File: src/rtl/cmp_pkg.sv
`default_nettype none
// ============================================================================
//  Module      : cmp_pkg
//  Description : Shared types and constants for the bit-serial magnitude
//                comparator (FSM state encoding, result-vector bit order).
//  Revision    : 1.0 - initial release
// ============================================================================
package cmp_pkg;

    // Controller states
    typedef enum logic [0:0] {
        IDLE = 1'b0,
        RUN  = 1'b1
    } state_t;

    // Result vector layout, kept in the legacy {S, I, E} order
    localparam int RES_W  = 3;
    localparam int RES_GT = 2;
    localparam int RES_LT = 1;
    localparam int RES_EQ = 0;

endpackage
`default_nettype wire

File: src/rtl/cmp_bit_cell.sv
`default_nettype none
// ============================================================================
//  Module      : cmp_bit_cell
//  Description : One-bit magnitude decision cell. All outputs are gated by g,
//                so a disabled cell reports no relation at all.
//  Revision    : 1.0 - initial release
// ============================================================================
module cmp_bit_cell (
    input  logic g,
    input  logic a,
    input  logic b,
    output logic gt,
    output logic lt,
    output logic eq
);

    assign gt = g &  a & ~b;
    assign lt = g & ~a &  b;
    assign eq = g & ~(a ^ b);

endmodule
`default_nettype wire

File: src/rtl/seq_mag_cmp.sv
`default_nettype none
// ============================================================================
//  Module      : seq_mag_cmp
//  Description : Bit-serial MSB-first magnitude comparator behind a
//                start/done handshake. Stops at the first differing bit and
//                holds gt/lt/eq until the next accepted start.
//  Options     : SIGNED_CMP_EN - adds the sgn port; with sgn=1 the MSB
//                decision is inverted for two's-complement operands.
//  Revision    : 1.0 - initial release
// ============================================================================
module seq_mag_cmp
    import cmp_pkg::*;
#(
    parameter int WIDTH = 8
) (
    input  logic             clk,
    input  logic             rst,
    input  logic             start,
    input  logic             en,
    input  logic [WIDTH-1:0] a,
    input  logic [WIDTH-1:0] b,
`ifdef SIGNED_CMP_EN
    input  logic             sgn,
`endif
    output logic             busy,
    output logic             done,
    output logic             gt,
    output logic             lt,
    output logic             eq
);

    localparam int             IDX_W    = $clog2(WIDTH);
    localparam logic [IDX_W-1:0] LAST_IDX = IDX_W'(WIDTH - 1);

    state_t             state, state_next;
    logic [IDX_W-1:0]   idx, idx_next;
    logic [RES_W-1:0]   res, res_next;
    logic               done_next;
    logic               load;
    logic [WIDTH-1:0]   a_reg, b_reg;

    logic               cell_gt, cell_lt, cell_eq;
    logic               dec_gt, dec_lt;

    // Per-bit decision on the currently indexed operand bits
    cmp_bit_cell u_cell (
        .g  (state == RUN),
        .a  (a_reg[idx]),
        .b  (b_reg[idx]),
        .gt (cell_gt),
        .lt (cell_lt),
        .eq (cell_eq)
    );

`ifdef SIGNED_CMP_EN
    logic sgn_reg;
    logic msb_inv;

    // A set sign bit marks the smaller value, so the MSB verdict flips
    assign msb_inv = sgn_reg && (idx == LAST_IDX);
    assign dec_gt  = msb_inv ? cell_lt : cell_gt;
    assign dec_lt  = msb_inv ? cell_gt : cell_lt;

    // Sign mode is captured together with the operands
    always_ff @(posedge clk) begin
        if (rst) begin
            sgn_reg <= 1'b0;
        end else if (load) begin
            sgn_reg <= sgn;
        end
    end
`else
    assign dec_gt = cell_gt;
    assign dec_lt = cell_lt;
`endif

    // Next-state, index and result decisions
    always_comb begin
        state_next = state;
        idx_next   = idx;
        res_next   = res;
        done_next  = 1'b0;
        load       = 1'b0;
        case (state)
            IDLE: begin
                if (start) begin
                    res_next = '0;
                    if (en) begin
                        load       = 1'b1;
                        idx_next   = LAST_IDX;
                        state_next = RUN;
                    end else begin
                        // Disabled compare finishes at once with no relation
                        done_next = 1'b1;
                    end
                end
            end
            RUN: begin
                if (dec_gt || dec_lt || (cell_eq && (idx == '0))) begin
                    res_next         = '0;
                    res_next[RES_GT] = dec_gt;
                    res_next[RES_LT] = dec_lt;
                    res_next[RES_EQ] = ~(dec_gt | dec_lt);
                    done_next        = 1'b1;
                    state_next       = IDLE;
                end else begin
                    // idx==0 always resolves above, so this never wraps
                    idx_next = idx - 1'b1;
                end
            end
            default: state_next = IDLE;
        endcase
    end

    // Controller and result registers
    always_ff @(posedge clk) begin
        if (rst) begin
            state <= IDLE;
            idx   <= '0;
            res   <= '0;
            done  <= 1'b0;
        end else begin
            state <= state_next;
            idx   <= idx_next;
            res   <= res_next;
            done  <= done_next;
        end
    end

    // Operand capture on the accepting edge only
    always_ff @(posedge clk) begin
        if (rst) begin
            a_reg <= '0;
            b_reg <= '0;
        end else if (load) begin
            a_reg <= a;
            b_reg <= b;
        end
    end

    assign busy = (state == RUN);
    assign gt   = res[RES_GT];
    assign lt   = res[RES_LT];
    assign eq   = res[RES_EQ];

endmodule
`default_nettype wire

File: config.mk
export PLATFORM = sky130hd
export DESIGN_NAME = seq_mag_cmp
export DESIGN_NICKNAME = d
export VERILOG_FILES = /design/src/rtl/cmp_pkg.sv /design/src/rtl/cmp_bit_cell.sv /design/src/rtl/seq_mag_cmp.sv
export SDC_FILE = /design/constraint.sdc
export NUM_CORES = 1
export LEC_CHECK = 0
export BUFFER_PORTS_ARGS = -buffer_cell sky130_fd_sc_hd__buf_2
export CAP_MARGIN = 20
export CORE_MARGIN = 4
export CORE_UTILIZATION = 46
export DETAILED_ROUTE_END_ITERATION = 10
export GPL_TIMING_DRIVEN = 0
export PLACE_DENSITY = 0.8
export SLEW_MARGIN = 20
export SYNTH_ARGS = -nofsm -noshare
export SYNTH_HDL_FRONTEND = slang
export SYNTH_HIERARCHICAL = 1
export SYNTH_SLANG_ARGS = --single-unit
export TNS_END_PERCENT = 30
File: constraint.sdc
create_clock -name clk -period 2.2 [get_ports clk]
set_clock_uncertainty 0.05 [all_clocks]
set_input_delay 0.22 -clock clk [delete_from_list [all_inputs] [get_ports clk]]
set_output_delay 0.22 -clock clk [all_outputs]
set_load 0.005 [all_outputs]
# After elaboration in Yosys (flattened, before gate mapping)

Cells that the tools add are included.

Register bits after elaboration: 24
Input bits: 20
Word-level logic and storage cells: 50
Output and inout bits: 5

Bitwise gates (word level): 12
Reductions and logical operators: 6
Add/sub/neg operators: 1
Magnitude comparators: 1
Equal/unequal tests: 4
Multiplexer cells: 20

Operators with widths:

| cell                                                | number |
|---|---|
| 2-to-1 mux 3 bit                                    | 5 |
| case mux 3 bit (2 select lines)                     | 2 |
| 2-to-1 mux 1 bit                                    | 9 |
| binary-select mux 1 bit (select 3 bit)              | 2 |
| != test 2 bit (second input constant)               | 3 |
| AND 1 bit                                           | 5 |
| inverter 1 bit                                      | 5 |
| < comparator 3 x 4 -> 1 bit (second input constant) | 1 |
| case mux 1 bit (2 select lines)                     | 2 |
| zero test 3 bit                                     | 1 |
| AND reduction 3 bit                                 | 1 |
| subtractor 3 x 1 -> 3 bit (second input constant)   | 1 |
| logical OR 1 bit                                    | 2 |
| != test 2 x 1 -> 1 bit (second input constant)      | 1 |
| AND reduction 2 bit                                 | 1 |
| logical AND 1 bit                                   | 1 |
| OR 1 bit                                            | 1 |
| bitwise XOR 1 bit                                   | 1 |

# Longest topological paths before layout

Word-level depth: 9
Depth in mapped cells: 9
Mapped depth without buffers: 8

# Cells and area by module

Netlist, hierarchy kept.

Modules (own cells, without submodules):

| module       | instances | cells each | area each (µm²) | seq. area each (µm²) |
|---|---|---|---|---|
| seq_mag_cmp  | 1         | 122        | 1057.3          | 480.5 |
| cmp_bit_cell | 1         | 6          | 30.0            | 0.0 |

# Worst setup path after synthesis

OpenSTA, ideal clock, no wires.

Kind: reg2reg
From: reg idx[0]
To: reg res[1]
Data required time: 2.015 ns
Stages on the path, launching flop included: 10
Arrival: 1.928 ns
Setup time: 0.135 ns
Setup slack: 0.086 ns
Clock period less this slack: 2.114 ns
Buffers on the path: 1
Path through: dfxtp_1 -> buf_2 -> mux4_2 -> nand2_1 -> nand2_1 -> xnor2_1 -> and2_1 -> nand3b_1 -> a21boi_0 -> o22ai_1

Longest elaborated chain between the ends: 9
Elaborated cells on any way between the ends: 21
Those cells by class: eq/ne (1); mux (6); bitwise (9); reduce/logical (5)

Ends and longest elaborated chain:

| element                                                          | RTL line                             | RTL |
|---|---|---|
| start, declared                                                  | seq_mag_cmp.sv:36                    | `logic [IDX_W-1:0] idx, idx_next;` |
| start signal, assigned                                           | seq_mag_cmp.sv:124                   | `idx <= idx_next;` |
| binary-select mux 1 bit (select 3 bit), on equally long branches | seq_mag_cmp.sv:48, seq_mag_cmp.sv:49 |  |
| 2-to-1 mux 1 bit, on equally long branches                       | seq_mag_cmp.sv:48, seq_mag_cmp.sv:49 |  |
| bitwise XOR 1 bit (*)                                            | cmp_bit_cell.sv:19                   | `assign eq = g & ~(a ^ b);` |
| inverter 1 bit (*)                                               | cmp_bit_cell.sv:19                   |  |
| AND 1 bit (*)                                                    | cmp_bit_cell.sv:19                   |  |
| named net cell_eq                                                | seq_mag_cmp.sv:42                    | `logic cell_gt, cell_lt, cell_eq;` |
| logical AND 1 bit (*)                                            | seq_mag_cmp.sv:99                    | `if (dec_gt \|\| dec_lt \|\| (cell_eq && (idx == '0))) begin` |
| logical OR 1 bit (*)                                             | seq_mag_cmp.sv:99                    |  |
| != test 2 x 1 -> 1 bit (no line) (*)                             | n/a                                  |  |
| AND reduction 2 bit (no line) (*)                                | n/a                                  |  |
| end signal, assigned                                             | seq_mag_cmp.sv:125                   | `res <= res_next;` |
| end, declared                                                    | seq_mag_cmp.sv:37                    | `logic [RES_W-1:0] res, res_next;` |

The timed path passes the listed nets; every way through them passes the cells marked *. The select of a mux whose other input is x is not followed.
A chain may end at the register's enable or synchronous reset.

# Worst setup path after layout

From: reg idx[0]
To: reg idx[0]

Longest elaborated chain between the ends: 9
Elaborated cells on any way between the ends: 22
Those cells by class: add/sub (1); eq/ne (1); mux (6); bitwise (9); reduce/logical (5)

Ends and longest elaborated chain:

| element                                                          | RTL line |
|---|---|
| binary-select mux 1 bit (select 3 bit), on equally long branches | seq_mag_cmp.sv:48, seq_mag_cmp.sv:49 |
| 2-to-1 mux 1 bit, on equally long branches                       | seq_mag_cmp.sv:48, seq_mag_cmp.sv:49 |
| bitwise XOR 1 bit (*)                                            | cmp_bit_cell.sv:19 |
| inverter 1 bit (*)                                               | cmp_bit_cell.sv:19 |
| AND 1 bit (*)                                                    | cmp_bit_cell.sv:19 |
| named net cell_eq                                                | seq_mag_cmp.sv:42 |
| logical AND 1 bit (*)                                            | seq_mag_cmp.sv:99 |
| logical OR 1 bit (*)                                             | seq_mag_cmp.sv:99 |
| != test 2 bit (no line) (*)                                      | n/a |
| AND reduction 3 bit (no line) (*)                                | n/a |

Marks and branches as above.

==> reports/metrics.yaml <==
layout_setup_ws_ns: 0.0003662
grt_pass1_vias: 986
hp-class: "input port to flip-flop"
final_cell_mix: "36 x nand2_1, 26 x buf_2, 23 x dfxtp_1"
critPathLaunchType: "flip-flop"
fill_cells: 213
n_antenna_cell: 0
mostFrequentLayoutCell: "nand2_1"
io_buffers: 23
drt_iter0_drc: 30
rsz0062_at_grt: "true"
drcViolationCount: 0
path_clk_slew_ns: 0.13
criticalPathCategory: "flip-flop to flip-flop"
timing.fmax_mhz: 454.6
p_leak_uw: 0.0005402
cts_hold_buf: 0
yosysSeqAreaShare_pct: 44.19
drt-total-wl_mm: 2.408
die_x_um: 56.62
postSynthCellCount: 128
synth.top_cell.area_share_pct: 44.19
final-max-slew-violation-count: 0
routabilityCongestion: 0.8578
hold_end: "b_reg[6]"
routed-via-count: 982
clock_path_buffers: 2
die_h_um: 56.62
ioPinCount: 25
wl_per_cell_um: 13.02
rr_endpoint: "idx[0]"
grt_use_total_pct: 15.98
hold_depth: 3
p_per_area_mw_per_mm2: 709.2
drive_gt1_share_pct: 33.76
worst_skew_pair.late_latency_ns: 0.32
synth_area_mm2: 0.001087
dr.pass1.iters: 4
irDropWorstVdd_mv: 0.7997
slew-limit-headroom_pct: 71.62
dp_hpwl_mm: 1.770
gr-total-overflow: 0
status: "finished, final reports clean"
max_slew.worst_pin.slew_ns: 0.4258
setup_viol: 0
r2r_start: "idx[0]"
avgSynthCellArea_um2: 8.494
yosys_warnings: 6
synthToLayoutAreaGrowth_pct: 25.32
fin_nets: 180
grt_max_degree: 15
dieArea_mm2: 0.003205
vias_per_cell: 5.308
rrSetupSlack_ns: 0.0004
antenna_left: 0
pre_cts_ws_ns: -0.1500
grt_pass1_wl_mm: 4.112
synth_top_area_cell: "dfxtp_1"
antenna_found_initial: 0
fin_setup_tns_ns: 0
arrival_ns: 2.37
cts-root-buf: "clkbuf_4"
hp-start: "b[6]"
finalCritPeriodShare_pct: 99.98
cp_max_fo: 6
hold_viol_final: 0
layoutNonFillerInstCount: 185
core_mm2: 0.002233
crit_required_ns: 2.37
crit_start: "idx[0]"
synthesis.nets: 150
cts.sinks: 24
dp.cells: 179
cp-end-kind: "flip-flop"
cap_viol_max_count: 0
synth.area.top_cells: "dfxtp_1 44%, nand2_1 14%, a21oi_1 8.3%"
htree_levels: 1
rows: 17
rr_worst_depth: 9
ys_seq_elements: 24
post-route-min-period_ns: 2.200
initial_core_util_pct: 48.68
synthDistinctLibCells: 25
tritoncts: "built"
cts_buffers: 3
cell type report:
| cell class | count | area, um^2 | share of cell area (%) |
|---|---|---|---|
| sequential | 24 | 481.7 | 35.35 |
| timing repair buffer | 25 | 130.1 | 9.550 |
| multi-input combinational | 94 | 614.3 | 45.09 |
| buffer | 7 | 37.54 | 2.755 |
| clock buffer | 3 | 22.52 | 1.653 |
| tap | 28 | 35.03 | 2.571 |
| inverter | 3 | 11.26 | 0.8264 |
| clock inverter | 1 | 30.03 | 2.204 |
cells in the mapped netlist, drive strengths merged:
master,instances
inv,3
o22ai,2
dfxtp,24
a21oi,19
mux4,4
ha,2
nor2,6
xnor2,1
a311oi,1
clkbuf,3
a31o,1
o21ai,2
o21ba,1
and3b,1
or4bb,1
nor3b,1
nand2,42
a221oi,1
nand2b,2
a21boi,1
and2,1
nand3b,4
buf,4
a211oi,1
worst max-delay path by stage:
stage / end / slack, ns
after floorplan: res[1] / 0.09
after global placement: res[1] / -0.12
after detailed placement: res[1] / -0.15
after CTS: res[1] / 0.001
after global routing: idx[0] / -0.15
final: idx[0] / 0.0004
where the power goes:
part / internal, uW / total, uW / switching, uW
Combinational: 83.4 / 167 / 83.9
Clock: 184 / 318 / 134
Sequential: 459 / 481 / 21.6
through the flow:
stage,hold WS [ns],power [uW],area (um^2),utilization (%)
final,0.06728,966.3,1363,61.01
after global routing,0.05529,1017,1363,61.01
after CTS,0.05046,956.3,1297,58.10
after detailed placement,0.3973,629.3,1237,55.41
after global placement,0.3882,619.9,1237,55.41
after floorplan,0.3060,583.2,1087,-
kinds of logic after synthesis:
family          synth area share (%)
simple gates                   24.63
compound gates                 15.88
flops                          44.19
buf+inv                        3.912
mux                            8.286
fa+ha+maj                      2.301
xor+xnor                      0.8057
metal layers:
metal,track usage [%],routed length [um],part of all wire (%)
met5,0,0,0
met4,5.424,40,1.7
met3,3.218,135,5.6
met2,29.37,1305,54
met1,18.01,927,38
critical path, cell delays in order (launching register included):
cell and delay [ns]:
dfxtp_2 0.35, buf_6 0.12, mux4_2 0.50, nand2_2 0.10
nand2_4 0.07, xnor2_2 0.13, and2_1 0.14, nand3b_1 0.23
a21oi_2 0.29, a21oi_1 0.11
repair_timing:
| item | 4_1_cts | 5_1_grt |
|---|---|---|
| setup endpoints to repair | 7 | 8 |
| pin swaps | 6 | 7 |
| setup buffers | 0 | 2 |
| resized for setup | 4 | 13 |
Note: power is estimated with default switching activity, not from simulation.
